`src/rtl/w_stage_grf.sv`:
```
// Write-back stage and 32x32 general register file for the five-stage MIPS pipeline.
// Decodes the W-stage instruction into a write triple and serves the two D-stage read ports with write-through bypass.
module w_stage_grf #(
    parameter bit ENABLE_TRACE = 1'b1
) (
    input  logic        clk,
    input  logic        rst,
    input  logic [31:0] W_PC,
    input  logic [31:0] W_IR,
    input  logic [31:0] W_DMRD,
    input  logic [31:0] W_ALUO,
    input  logic [4:0]  D_rs_addr,
    input  logic [4:0]  D_rt_addr,
    output logic [31:0] D_rs_data,
    output logic [31:0] D_rt_data,
    output logic        W_we,
    output logic [4:0]  W_waddr,
    output logic [31:0] W_wdata
);

    localparam logic [5:0] OP_RTYPE = 6'b000000;
    localparam logic [5:0] OP_ORI   = 6'b001101;
    localparam logic [5:0] OP_LUI   = 6'b001111;
    localparam logic [5:0] OP_LW    = 6'b100011;
    localparam logic [5:0] OP_JAL   = 6'b000011;
    localparam logic [5:0] FN_ADDU  = 6'b100001;
    localparam logic [5:0] FN_SUBU  = 6'b100011;

    logic [5:0]  op;
    logic [5:0]  funct;
    logic        dec_write;
    logic [4:0]  dec_dest;
    logic [31:0] dec_data;
    logic [31:0] regs_q [32];
    logic [31:0] regs_d [32];

    // The rs field and shamt never influence the write-back decision.
    logic unused_ir_bits;

    assign op             = W_IR[31:26];
    assign funct          = W_IR[5:0];
    assign unused_ir_bits = ^{W_IR[25:21], W_IR[10:6]};

    always_comb begin
        dec_write = 1'b0;
        dec_dest  = 5'd0;
        dec_data  = 32'd0;
        case (op)
            OP_RTYPE: begin
                if (funct == FN_ADDU || funct == FN_SUBU) begin
                    dec_write = 1'b1;
                    dec_dest  = W_IR[15:11];
                    dec_data  = W_ALUO;
                end
            end
            OP_ORI, OP_LUI: begin
                dec_write = 1'b1;
                dec_dest  = W_IR[20:16];
                dec_data  = W_ALUO;
            end
            OP_LW: begin
                dec_write = 1'b1;
                dec_dest  = W_IR[20:16];
                dec_data  = W_DMRD;
            end
            OP_JAL: begin
                dec_write = 1'b1;
                dec_dest  = 5'd31;
                dec_data  = W_PC + 32'd8;
            end
            default: begin
                dec_write = 1'b0;
            end
        endcase
    end

    // $0 is hardwired: a decoded write to it is reported but never committed.
    assign W_we    = dec_write && (dec_dest != 5'd0);
    assign W_waddr = dec_dest;
    assign W_wdata = dec_data;

    always_comb begin
        for (int i = 0; i < 32; i++) begin
            regs_d[i] = regs_q[i];
        end
        if (rst) begin
            for (int i = 0; i < 32; i++) begin
                regs_d[i] = 32'd0;
            end
        end else if (W_we) begin
            regs_d[W_waddr] = W_wdata;
        end
    end

    always_ff @(posedge clk) begin
        for (int i = 0; i < 32; i++) begin
            regs_q[i] <= regs_d[i];
        end
    end

    always_comb begin
        if (D_rs_addr == 5'd0) begin
            D_rs_data = 32'd0;
        end else if (W_we && D_rs_addr == W_waddr) begin
            D_rs_data = W_wdata;
        end else begin
            D_rs_data = regs_q[D_rs_addr];
        end
    end

    always_comb begin
        if (D_rt_addr == 5'd0) begin
            D_rt_data = 32'd0;
        end else if (W_we && D_rt_addr == W_waddr) begin
            D_rt_data = W_wdata;
        end else begin
            D_rt_data = regs_q[D_rt_addr];
        end
    end

`ifndef SYNTHESIS
    always_ff @(posedge clk) begin
        if (ENABLE_TRACE && W_we && !rst) begin
            $display("%d@%h: $%d <= %h", $time, W_PC, W_waddr, W_wdata);
        end
    end
`endif

endmodule

```
`config.mk`:
```
export PLATFORM = sky130hd
export DESIGN_NAME = w_stage_grf
export DESIGN_NICKNAME = d
export VERILOG_FILES = /design/src/rtl/w_stage_grf.sv
export SDC_FILE = /design/constraint.sdc
export NUM_CORES = 2
export LEC_CHECK = 0
export ABC_CLOCK_PERIOD_IN_PS = 9000
export CORE_AREA = 2 2 303 305
export DETAILED_ROUTE_END_ITERATION = 16
export DIE_AREA = 0 0 305 307
export DONT_BUFFER_PORTS = 1
export PLACE_DENSITY_LB_ADDON = 0.3
export SKIP_CTS_REPAIR_TIMING = 1
export SYNTH_ARGS = -nofsm -noshare
export SYNTH_HDL_FRONTEND = slang
export SYNTH_SLANG_ARGS = --single-unit
```
`constraint.sdc`:
```
create_clock -name clk -period 9 [get_ports clk]
set_input_delay 1.8 -clock clk [delete_from_list [all_inputs] [get_ports clk]]
set_output_delay 1.8 -clock clk [all_outputs]
set_load 0.01 [all_outputs]
```
==> flow_summary_export.csv <==
group,metric,value,unit
cells_and_area,finalNonFillerCells,5578,
yosys,synth_nets,4897,
drt,wl,163000,um
drt,wl_per_cell,29.2,um
pwr,cellPowerDensity,168,nW/um2
sta,rsz0062_at_grt,"no",
yosys,synthCells,4756,
yosys,ys_types,54,
floorplanning,die_w,305,um
grt,met2_usage,52.2,%
drt,dr.pass1.iters,6,
floorplanning,core,90700,um2
yosys,async_flop_share,0,%
clocking,clkLatencyLatePin,0.68,ns
sta,finalHoldViolCount,0,
pwr,p_total,9.27,mW
yosys,syn_avg_cell_area,11.0,um2
outcome,outcome,"finished, violations left",
grt,grt.overflow.total,0,
sta,fmax,0.130,GHz
yosys,ys_ff_latch,1024,
clocking,cts.sinks,1024,
clocking,tritoncts,"built",
clocking,clock_path_buffers,3,
flow_run,cap_violations,0,
sta,slew_headroom,-10.3,%
grt,track_usage,34.1,%
cells_and_area,fin_nets,4445,
clocking,cts_buffers,103,
place,pre_cts_slack,1.46,ns
yosys,synth_most_common_cell,"a211oi_1",
critical_path,endpoint_kind,"output pin",
drt,drc,0,
place,io_buffers,0,
critical_path,crit_type,"primary input to output pin",
yosys,yosys_warnings,0,
sta,finalMaxSlewViolations,100,
floorplanning,die_area,93600,um2
drt,ant_nets,0,
cells_and_area,top_regs,"regs_q (1024)",
grt,use_met1,45.7,%
grt,antenna_found_initial,5,
place,dp_hpwl,82000,um
sta,setup_tns,0,ns
critical_path,worstPathArrival,5.87,ns
drt,vias,40300,
cells_and_area,largest-register,"regs_q",
grt,grt_first_pass_wirelength,242000,um
sta,worstMarginPinSlew,1.65,ns
cells_and_area,drive_gt1_share,21.6,%
yosys,syn-cell-area,52100,um2
critical_path,crit_fanout,18,
grt,gr-usage-met3,9.02,%
yosys,synth_edf_count,0,
drt,via_per_inst,7.23,
clocking,h-tree-depth,3,
floorplanning,start_util,57.5,%
outcome,violations,"max-slew violations",
sta,finalSetupViolations,0,
yosys,synth_area_leader_cell,"dfxtp_1",
floorplanning,ios,242,
floorplanning,fp-row-count,111,
grt,grt_pass1_vias,38600,
sta,period_share,85.2,%
grt,grt.busiest_layer,"met2",
cells_and_area,largest_register_ffs,1024,
drt,drt_iter0_drc,5895,
sta,skew,0,ns
sta,period_needed,7.67,ns
yosys,synth.area.top_cells,"dfxtp_1 39%, mux4_2 28%, a211oi_1 15%, nor2_1 7.3%, clkbuf_1 3.1%",
sta,setup_slack,1.33,ns
pwr,p_leak,16.6,nW
place,dp_cells,5385,
yosys,synth.top_cell.area_share,39.3,%
clocking,cts.clk_slew.worst_paths,0.06,ns
floorplanning,die_h,307,um
yosys,ys_seq_area_share,39.3,%
grt,grt_max_degree,1025,
critical_path,worstPathRequired,7.20,ns
sta,holdWs,0.479,ns
yosys,synth_common_cells,"1051 x a211oi_1, 1024 x dfxtp_1, 1009 x nor2_1, 640 x mux4_2, 435 x clkbuf_1",
pwr,peakVddDrop,0.000133,V
worst_hold_path,hold_class,"flip-flop to flip-flop",
critical_path,start_kind,"primary input",
yosys,synthFlopType,"dfxtp_1",
place,gp_congestion,0.806,
clocking,ctsRootBufferMaster,"clkbuf_16",
cells_and_area,syn_to_final_growth,6.10,%
-- area by class of cell --
| cell class | count | area, um2 |
|---|---|---|
| antenna | 4 | 10.0 |
| clock buffer | 142 | 2970 |
| clock inverter | 47 | 515 |
| fill | 7148 | 35400 |
| inverter | 42 | 158 |
| multi-input combinational | 3056 | 29100 |
| sequential | 1024 | 20500 |
| tap | 1186 | 1480 |
| timing repair buffer | 77 | 578 |
-- placed cells by master, fill, tap and decap left out, types with 4 or more instances in the layout --
| master | n |
|---|---|
| bufinv_16 | 10 |
| nand2b_1 | 4 |
| inv_6 | 5 |
| nor2b_4 | 8 |
| a211oi_1 | 1051 |
| mux4_2 | 640 |
| dfxtp_1 | 1024 |
| diode_2 | 4 |
| or3_1 | 8 |
| a221oi_1 | 64 |
| clkbuf_8 | 20 |
| nor4_1 | 5 |
| nor2_1 | 1009 |
| clkinv_2 | 28 |
| a221oi_4 | 6 |
| nor2_4 | 23 |
| clkbuf_16 | 105 |
| clkbuf_1 | 17 |
| nand2_1 | 10 |
| a211oi_2 | 6 |
| a222oi_1 | 28 |
| inv_1 | 40 |
| xnor2_1 | 21 |
| nor2b_1 | 96 |
| buf_4 | 77 |
| nand3_1 | 15 |
| nand4_1 | 6 |
| xor2_1 | 10 |
-- kinds of logic after synthesis --
logic type      after synthesis  synth area share (%)
xor+xnor                     31                 0.521
simple gates               1206                  9.68
flops                      1024                  39.3
buf+inv                     676                  5.34
fa+ha+maj                     1                0.0240
compound gates             1177                  17.4
mux                         641                  27.7
-- final timing paths --
kind,start,to,slack [ns],cells past startpoint
min,regs_q[0][6],regs_q[0][6],0.48,1
max,W_IR[31],D_rs_data[21],1.33,8
min reg2reg,regs_q[0][6],regs_q[0][6],0.48,1
max reg2reg,regs_q[13][5],regs_q[13][5],8.12,2
-- worst max-delay path, stage by stage --
cell      delay (ns)
nor4_1          0.46
and4_1          0.37
or3_1           0.27
nand2b_1        0.57
o311ai_4        1.09
and2_2          0.65
buf_4           0.42
a211oi_2        0.22
-- where the power goes --
| part | internal, mW | switching (mW) | total, mW |
|---|---|---|---|
| combinational | 0.158 | 0.105 | 0.263 |
| clock | 2.59 | 1.87 | 4.46 |
| sequential | 4.54 | 0.00750 | 4.55 |
-- per-layer routing --
layer	vias up	wire, um	part of all wire, %
li1	17400	-	-
met1	20000	61300	38
met2	2472	73700	45
met3	425	20700	13
met4	0	7060	4.3
met5	-	0	0
-- through the flow --
stage	instance area, um2	util [%]
2_1_floorplan	52100	-
3_3_place_gp	51800	57.1
3_5_place_dp	51800	57.1
4_1_cts	55300	61.0
5_1_grt	55300	61.0
6_report	55300	61.0
Power figures use the tool's default switching activity.
